[src/rtl/uart_rx_cfg.sv]
// Configurable UART receiver: 2-flop synchronizer, 3-sample majority bit decoder,
// optional parity, 1/2 stop bits, break detection and a show-ahead receive FIFO.
module uart_rx_cfg #(
    parameter int CLK_FREQ   = 65_000_000,
    parameter int BAUD       = 115_200,
    parameter int DATA_BITS  = 8,
    parameter int PARITY     = 0,
    parameter int STOP_BITS  = 1,
    parameter int FIFO_DEPTH = 4
) (
    input  logic                 clk,
    input  logic                 rst,
    input  logic                 rx,
    output logic [DATA_BITS-1:0] m_data,
    output logic                 m_valid,
    input  logic                 m_ready,
    output logic                 m_parity_err,
    output logic                 m_frame_err,
    output logic                 overrun,
    output logic                 break_det
);
    localparam int CPB  = CLK_FREQ / BAUD;
    localparam int MID  = CPB / 2;
    localparam int CW   = $clog2(CPB);
    localparam int IW   = $clog2(DATA_BITS);
    localparam int AW   = $clog2(FIFO_DEPTH);
    localparam int CNTW = AW + 1;
    localparam int WW   = DATA_BITS + 2;

    localparam logic [CW-1:0]   C_S0     = CW'(MID - 1);
    localparam logic [CW-1:0]   C_S1     = CW'(MID);
    localparam logic [CW-1:0]   C_DEC    = CW'(MID + 1);
    localparam logic [CW-1:0]   C_END    = CW'(CPB - 1);
    localparam logic [IW-1:0]   LAST_IDX = IW'(DATA_BITS - 1);
    localparam logic [CNTW-1:0] FULL_CNT = CNTW'(FIFO_DEPTH);
    localparam logic            ODD_P    = (PARITY == 1);

    typedef enum logic [2:0] {S_IDLE, S_START, S_DATA, S_PARITY, S_STOP, S_BRK_WAIT} state_t;

    state_t               state, state_n;
    logic                 rx_m, rx_s;
    logic [CW-1:0]        cnt;
    logic [1:0]           samp;
    logic [IW-1:0]        bit_idx;
    logic                 stop_idx;
    logic [DATA_BITS-1:0] shreg;
    logic                 par_bit, perr, frame_err_r, stop_one;

    logic                 maj, at_dec, at_end, last_stop, fin, brk, push, ferr_n;

    assign maj       = (samp[0] & samp[1]) | (samp[0] & rx_s) | (samp[1] & rx_s);
    assign at_dec    = (cnt == C_DEC);
    assign at_end    = (cnt == C_END);
    assign last_stop = (STOP_BITS == 1) || stop_idx;
    assign fin       = (state == S_STOP) && at_dec && last_stop;
    assign ferr_n    = frame_err_r | ~maj;
    // A break is a frame whose every bit, stop bits included, decoded as 0.
    assign brk       = fin && (shreg == '0) && !par_bit && !stop_one && !maj;
    assign push      = fin && !brk;

    always_ff @(posedge clk) begin
        if (rst) state <= S_IDLE;
        else     state <= state_n;
    end

    always_comb begin
        state_n = state;
        case (state)
            S_IDLE:     if (!rx_s) state_n = S_START;
            S_START:    if (at_dec && maj) state_n = S_IDLE;
                        else if (at_end) state_n = S_DATA;
            S_DATA:     if (at_end && bit_idx == LAST_IDX)
                            state_n = (PARITY != 0) ? S_PARITY : S_STOP;
            S_PARITY:   if (at_end) state_n = S_STOP;
            S_STOP:     if (fin) state_n = brk ? S_BRK_WAIT : S_IDLE;
            S_BRK_WAIT: if (rx_s) state_n = S_IDLE;
            default:    state_n = S_IDLE;
        endcase
    end

    always_ff @(posedge clk) begin
        if (rst) begin
            rx_m        <= 1'b1;
            rx_s        <= 1'b1;
            cnt         <= '0;
            samp        <= '0;
            bit_idx     <= '0;
            stop_idx    <= 1'b0;
            shreg       <= '0;
            par_bit     <= 1'b0;
            perr        <= 1'b0;
            frame_err_r <= 1'b0;
            stop_one    <= 1'b0;
            break_det   <= 1'b0;
        end else begin
            rx_m      <= rx;
            rx_s      <= rx_m;
            break_det <= brk;
            if (state_n != state || at_end || state == S_IDLE || state == S_BRK_WAIT)
                cnt <= '0;
            else
                cnt <= cnt + 1'b1;
            if (cnt == C_S0) samp[0] <= rx_s;
            if (cnt == C_S1) samp[1] <= rx_s;
            case (state)
                S_IDLE: begin
                    bit_idx     <= '0;
                    stop_idx    <= 1'b0;
                    shreg       <= '0;
                    par_bit     <= 1'b0;
                    perr        <= 1'b0;
                    frame_err_r <= 1'b0;
                    stop_one    <= 1'b0;
                end
                S_DATA: begin
                    if (at_dec) shreg[bit_idx] <= maj;
                    if (at_end) bit_idx <= bit_idx + 1'b1;
                end
                S_PARITY: if (at_dec) begin
                    par_bit <= maj;
                    perr    <= ((^shreg) ^ maj) != ODD_P;
                end
                S_STOP: begin
                    if (at_dec && !maj) frame_err_r <= 1'b1;
                    if (at_dec && maj)  stop_one    <= 1'b1;
                    if (at_end)         stop_idx    <= 1'b1;
                end
                default: ;
            endcase
        end
    end

    // Receive FIFO; a full FIFO still accepts a word when the head is popped in the same cycle.
    logic [WW-1:0]   mem [FIFO_DEPTH];
    logic [AW-1:0]   wr_ptr, rd_ptr;
    logic [CNTW-1:0] count;
    logic            full, pop, wr_en;

    assign full  = (count == FULL_CNT);
    assign pop   = m_valid && m_ready;
    assign wr_en = push && (!full || pop);

    always_ff @(posedge clk) begin
        if (wr_en) mem[wr_ptr] <= {perr, ferr_n, shreg};
    end

    always_ff @(posedge clk) begin
        if (rst) begin
            wr_ptr  <= '0;
            rd_ptr  <= '0;
            count   <= '0;
            overrun <= 1'b0;
        end else begin
            overrun <= push && full && !pop;
            if (wr_en) wr_ptr <= wr_ptr + 1'b1;
            if (pop)   rd_ptr <= rd_ptr + 1'b1;
            case ({wr_en, pop})
                2'b10:   count <= count + 1'b1;
                2'b01:   count <= count - 1'b1;
                default: ;
            endcase
        end
    end

    assign m_valid = (count != '0);
    assign {m_parity_err, m_frame_err, m_data} = m_valid ? mem[rd_ptr] : '0;

endmodule

[config.mk]
export PLATFORM = sky130hd
export DESIGN_NAME = uart_rx_cfg
export DESIGN_NICKNAME = d
export VERILOG_FILES = /design/src/rtl/uart_rx_cfg.sv
export SDC_FILE = /design/constraint.sdc
export NUM_CORES = 1
export LEC_CHECK = 0
export ABC_AREA = 1
export ABC_CLOCK_PERIOD_IN_PS = 2800
export BUFFER_PORTS_ARGS = -buffer_cell sky130_fd_sc_hd__buf_2
export CORE_ASPECT_RATIO = 0.5
export CORE_MARGIN = 5
export CORE_UTILIZATION = 55
export DETAILED_ROUTE_END_ITERATION = 6
export PLACE_DENSITY = 0.72
export SYNTH_ARGS = -nofsm -noshare
export SYNTH_HDL_FRONTEND = slang
export SYNTH_SLANG_ARGS = --single-unit
[constraint.sdc]
create_clock -name clk -period 2.8 [get_ports clk]
set_input_delay 0.56 -clock clk [delete_from_list [all_inputs] [get_ports clk]]
set_output_delay 0.56 -clock clk [all_outputs]
set_load 0.01 [all_outputs]
Word-level counts from Yosys, hierarchy flattened
Memories as Yosys holds them, arrays and structs flattened. A register that Yosys moved wholly into a read port is not among the register bits. Cells that the tools add are included.

Flip-flop bits (word level): 41. RAM bits: 40. Bits of input ports: 4. Output and inout port bits: 13. Word-level logic and storage cells: 121. Memories kept: 1.

Add/subtract/negate cells: 6. Order comparisons: 2. Eq/ne operators: 19. Multiplexer cells: 30. Bitwise gates (word level): 8. Reduce and logical (&&, ||, !) cells: 38.

Memory list: mem (depth 4, width 10, rd ports 1, clocked after Yosys merged registers in 1, wr ports 1, line 134) `logic [WW-1:0] mem [FIFO_DEPTH];`.

Operators with widths (number): 10-bit by 9-bit equality test with 1-bit output (second input constant) (3); 3-bit 2-to-1 mux (9); 3-bit one-hot mux with 6 select lines (1); 8-bit one-hot mux with 2 select lines (1); 1-bit logical AND (14); 3-bit equality test (second input constant) (4); 3-bit one-hot mux with 2 select lines (2); 10-bit by 1-bit adder with 10-bit output (second input constant) (1); 10-bit equality test (second input constant) (1); 10-bit 2-to-1 mux (1); 2-bit AND reduction (5); 8-bit bitwise mux (1); 8-bit zero test (1); 8-bit 2-to-1 mux (1); 1-bit one-hot mux with 2 select lines (4); 2-bit nonzero test (4); 8-bit XOR reduction (1); 1-bit 2-to-1 mux (7); 3-bit by 1-bit adder with 3-bit output (second input constant) (2); 3-bit by 2-bit equality test with 1-bit output (second input constant) (2); 1-bit zero test (6); 2-bit != test (second input constant) (3); 2-bit by 1-bit adder with 2-bit output (second input constant) (2); 1-bit logical OR (4); other kinds (17) (23).

Depth between registers and ports, before layout
Word-level depth: 14. Gate-level depth with buffers: 15. Gate-level depth less buffers: 15.

Least setup slack after synthesis
OpenSTA, ideal clock, no wires.

Path kind: register -> register. Start: register cnt[0]. End: memory mem[0][0] in the netlist's numbering, enable pin. Setup time: 376 ps. Arrival time: 1520 ps. Required time: 2424 ps. Slack: 904 ps. Stages on the path, launching flop included: 6. Path buffers: 0. Period minus slack after synthesis: 1896 ps. Path through: dfxtp_1 > ha_1 > nand3_2 > nor2_4 > nand3_2 > nor2_1.

Cells in the longest elaborated chain, start to end: 11.

Ends and longest elaborated chain: from (decl) (line 42) `logic [CW-1:0] cnt;`; from (signal assigned) (line 102) `cnt <= cnt + 1'b1;`; 10-bit by 9-bit equality test with 1-bit output (*) (line 52) `assign at_dec = (cnt == C_DEC);`; 1-bit logical AND (*) (line 55) `assign fin = (state == S_STOP) && at_dec && last_stop;`; 1-bit logical AND (4 in series) (line 58) `assign brk = fin && (shreg == '0) && !par_bit && !stop_one && !maj;`; 1-bit zero test (line 59) `assign push = fin && !brk;`; 1-bit logical AND (*) (line 59); 1-bit logical AND (*) (line 141) `assign wr_en = push && (!full || pop);`; 1-bit 2-to-1 mux (*) (line 144) `if (wr_en) mem[wr_ptr] <= {perr, ferr_n, shreg};`; 1-bit 2-to-1 mux (not written as such) (*) (line 144); to (decl) (line 134).

Every way passes the cells marked *; elsewhere a longest branch is shown, timed or not.

Worst setup path in the final report
Start: register count[2]. End: output port m_data[6].

Cells in the longest elaborated chain, start to end: 2.

Ends and longest elaborated chain: from (decl) (line 136) `logic [CNTW-1:0] count;`; from (signal assigned) (line 158) `2'b10: count <= count + 1'b1;`; from (signal assigned) (line 159) `2'b01: count <= count - 1'b1;`; 3-bit nonzero test (line 165) `assign m_valid = (count != '0);`; 10-bit 2-to-1 mux (line 166) `assign {m_parity_err, m_frame_err, m_data} = m_valid ? mem[rd_ptr] : '0;`; to (decl) (line 14) `output logic [DATA_BITS-1:0] m_data,`.

Every way passes these cells.

==> metrics <==
routed via count=2895; WP data arrival=1.74 ns; WL per Instance=13.3 um; Setup-failing EPs final=0; pwr dens=740 mW/mm2; H-tree Lvls=3; TritonCTS clock tree=done; highest cell delay on the worst timing path=0.40 ns; CTS Buf Count=9; status=completed; Top Ports=17; first-pass GRT wire length=12800 um; Worst VDD drop=0.341 mV; FF+latch count, synth=83; Die ar.=0.00898 mm2; Leak=1.64 nW; RR Startpoint=shreg[2]; Yosys top cell area share=0.308; overall power=3.29 mW; IO Port Bufs=16; Initial Utilization=0.575; minimum clock period=2.30 ns; DIE HEIGHT=69.5 um; Yosys cell types=33; Largest delay share family, worst path=buffers and inverters; DR pass1 iterations=4; Slew Limit Fails=0; Routed Antenna Nets=0; worst hold path class=input port to register; total track usage=0.182; reg2reg setup slack=0.61 ns; Syn Area/Cell=8.88 um2; final core utilization=0.655; placed cells=545; largest net degree at the start of global routing=23; fmax=435 MHz; setup tns final=0 ns; DRC=0; drt via density=5.16; Max Cap Viol=0; Post-Syn Instances=439; Final GP Congestion=0.907; Clock Pin Slew Worst Setup and Hold Paths=0.07 ns; slew margin rel.=0.663; Worst Setup SP=count[2]; Clock Sinks=83; Worst Setup EP=m_data[6]; CTS root buf=clkbuf_16; syn_nets=457; most common cell after layout, fill and taps aside=nor2_1; HPWL after detailed placement=5020 um; CP max stage cell=dfxtp_1; Clock Path Buffers=2; stages on the worst setup path=5; share of cells above drive strength 1=0.160; synthesis-to-layout area growth=13.8%; Cells on Worst Hold Path=2; RR Endpoint=count[2]; Ys Warns=0; top cells by area, synth=edfxtp_1 31%, dfxtp_1 22%, nor2_1 7.5%, o21ai_0 4.9%, inv_1 4.7%; Post-CTS Setup Bufs=0; latest clock arrival within the worst-skew pair=0.34 ns; worst-path maximum fanout=10; Post-Syn Area=0.00390 mm2; worst path cell trace=inv_1, nand2_1, clkinv_1, a21oi_1, buf_2; RSZ-0062 raised after global routing=false; Core ar.=0.00678 mm2; Antenna diodes=0; Worst Max-Slew Pin Slew=0.505 ns; Setup CP Type=register to primary output; Max Clock Skew=0.0109 ns; pre-CTS setup slack=0.656 ns; final worst path period share=0.820; Critical Path Source Type=register; Critical Path RT=2.24 ns; PostCTS Resize Cnt=0; row count=21; Routed WL=7460 um; most frequent cells in the layout=78 x nor2_1, 49 x inv_1, 43 x dfxtp_1; GRT overflow=0; die extent in x=129 um; post-synthesis sequential area ratio=0.529; CP bufs+invs=3; initial DRC count=136; r2r worst-path depth=14; CTS Hold Bufs=0; Worst setup EP type=primary output; initial antenna violation count=0; endpoints failing hold=0; Non-Filler Instances=561; final worst-path setup slack=0.503 ns; Synth area leader=edfxtp_1; vias in the first global route=2700; Nets=482
-- worst reg2reg max path, stage by stage (launching register included) --
cell	delay [ns]
dfxtp_1	0.36
inv_1	0.08
ha_1	0.15
nand2_1	0.08
nor2_1	0.14
nand2_1	0.09
nor2_1	0.14
inv_1	0.10
nand2_2	0.11
nand2_4	0.08
fa_1	0.42
inv_1	0.07
nand2_1	0.08
a21oi_1	0.14
nor2_1	0.06
-- sequential cells by signal, summed over array words and instances (netlist names), 2 cells and up, named ones only --
register,count
shreg,8
wr_ptr,2
samp,2
rd_ptr,2
state,3
mem,40
bit_idx,3
cnt,10
count,3
-- cell usage after synthesis --
cell type / number
nand2_2: 5
clkbuf_1: 7
nor2_4: 3
nand4_1: 6
dfxtp_1: 43
xor2_1: 8
edfxtp_1: 40
a31oi_1: 1
a211oi_1: 2
fa_1: 1
nor2_2: 14
inv_1: 49
a21oi_1: 33
a22oi_2: 1
buf_6: 1
xnor2_1: 3
a22oi_1: 1
buf_2: 1
or2_2: 4
o21ai_1: 1
nor2_1: 78
nand2_4: 3
nor3_2: 1
nor3_1: 10
ha_1: 13
inv_2: 1
nand3_2: 3
nand3_1: 26
nor4_1: 1
nand2_1: 38
a21oi_2: 1
clkinv_1: 2
o21ai_0: 38
-- worst min-delay path by stage --
stage / startpoint / end / slack [ns]
2_1_floorplan: rx_m / rx_s / 0.39
3_3_place_gp: rx_m / rx_s / 0.39
3_5_place_dp: rx_m / rx_s / 0.40
4_1_cts: rx / rx_m / 0.39
5_1_grt: rx / rx_m / 0.41
6_report: rx / rx_m / 0.40
-- where the power goes --
part	leakage [nW]	switching [mW]	internal [mW]	total, mW
Clock	0.160	0.494	0.797	1.29
Sequential	0.701	0.0308	1.30	1.33
Combinational	0.777	0.439	0.224	0.663
Total	1.64	0.964	2.32	3.29
-- through the flow --
stage                     cell area, um2  hold WS [ns]
after floorplan                     3900         0.389
after global placement              4110         0.393
after detailed placement            4110         0.395
after CTS                           4440         0.393
after global routing                4440         0.407
final                               4440         0.404
-- metal layers --
layer,track usage,routed length [um]
met5,0,0
met4,0.0629,111
met3,0.0477,477
met2,0.283,3360
met1,0.247,3510
-- logic make-up (layout without fill, tap and decap cells) --
| family | Yosys count | after routing | synth area share |
|---|---|---|---|
| AOI/OAI and AO/OA | 78 | 78 | 0.105 |
| xor gates and xnor gates | 11 | 11 | 0.0247 |
| adders and majority gates | 14 | 14 | 0.0468 |
| buffers and inverters | 61 | 91 | 0.0610 |
| and+or+nand+nor | 192 | 192 | 0.234 |
| DFF | 83 | 83 | 0.529 |
-- area by class of cell --
class                      instances  area (um2)
clock buffer                       9         225
clock inverter                     7         108
fill                             538        2340
inverter                          52         195
multi-input combinational        295        1600
sequential                        83        2060
tap                               92         115
timing repair buffer              23         133
(Power assumes the default switching activity.)
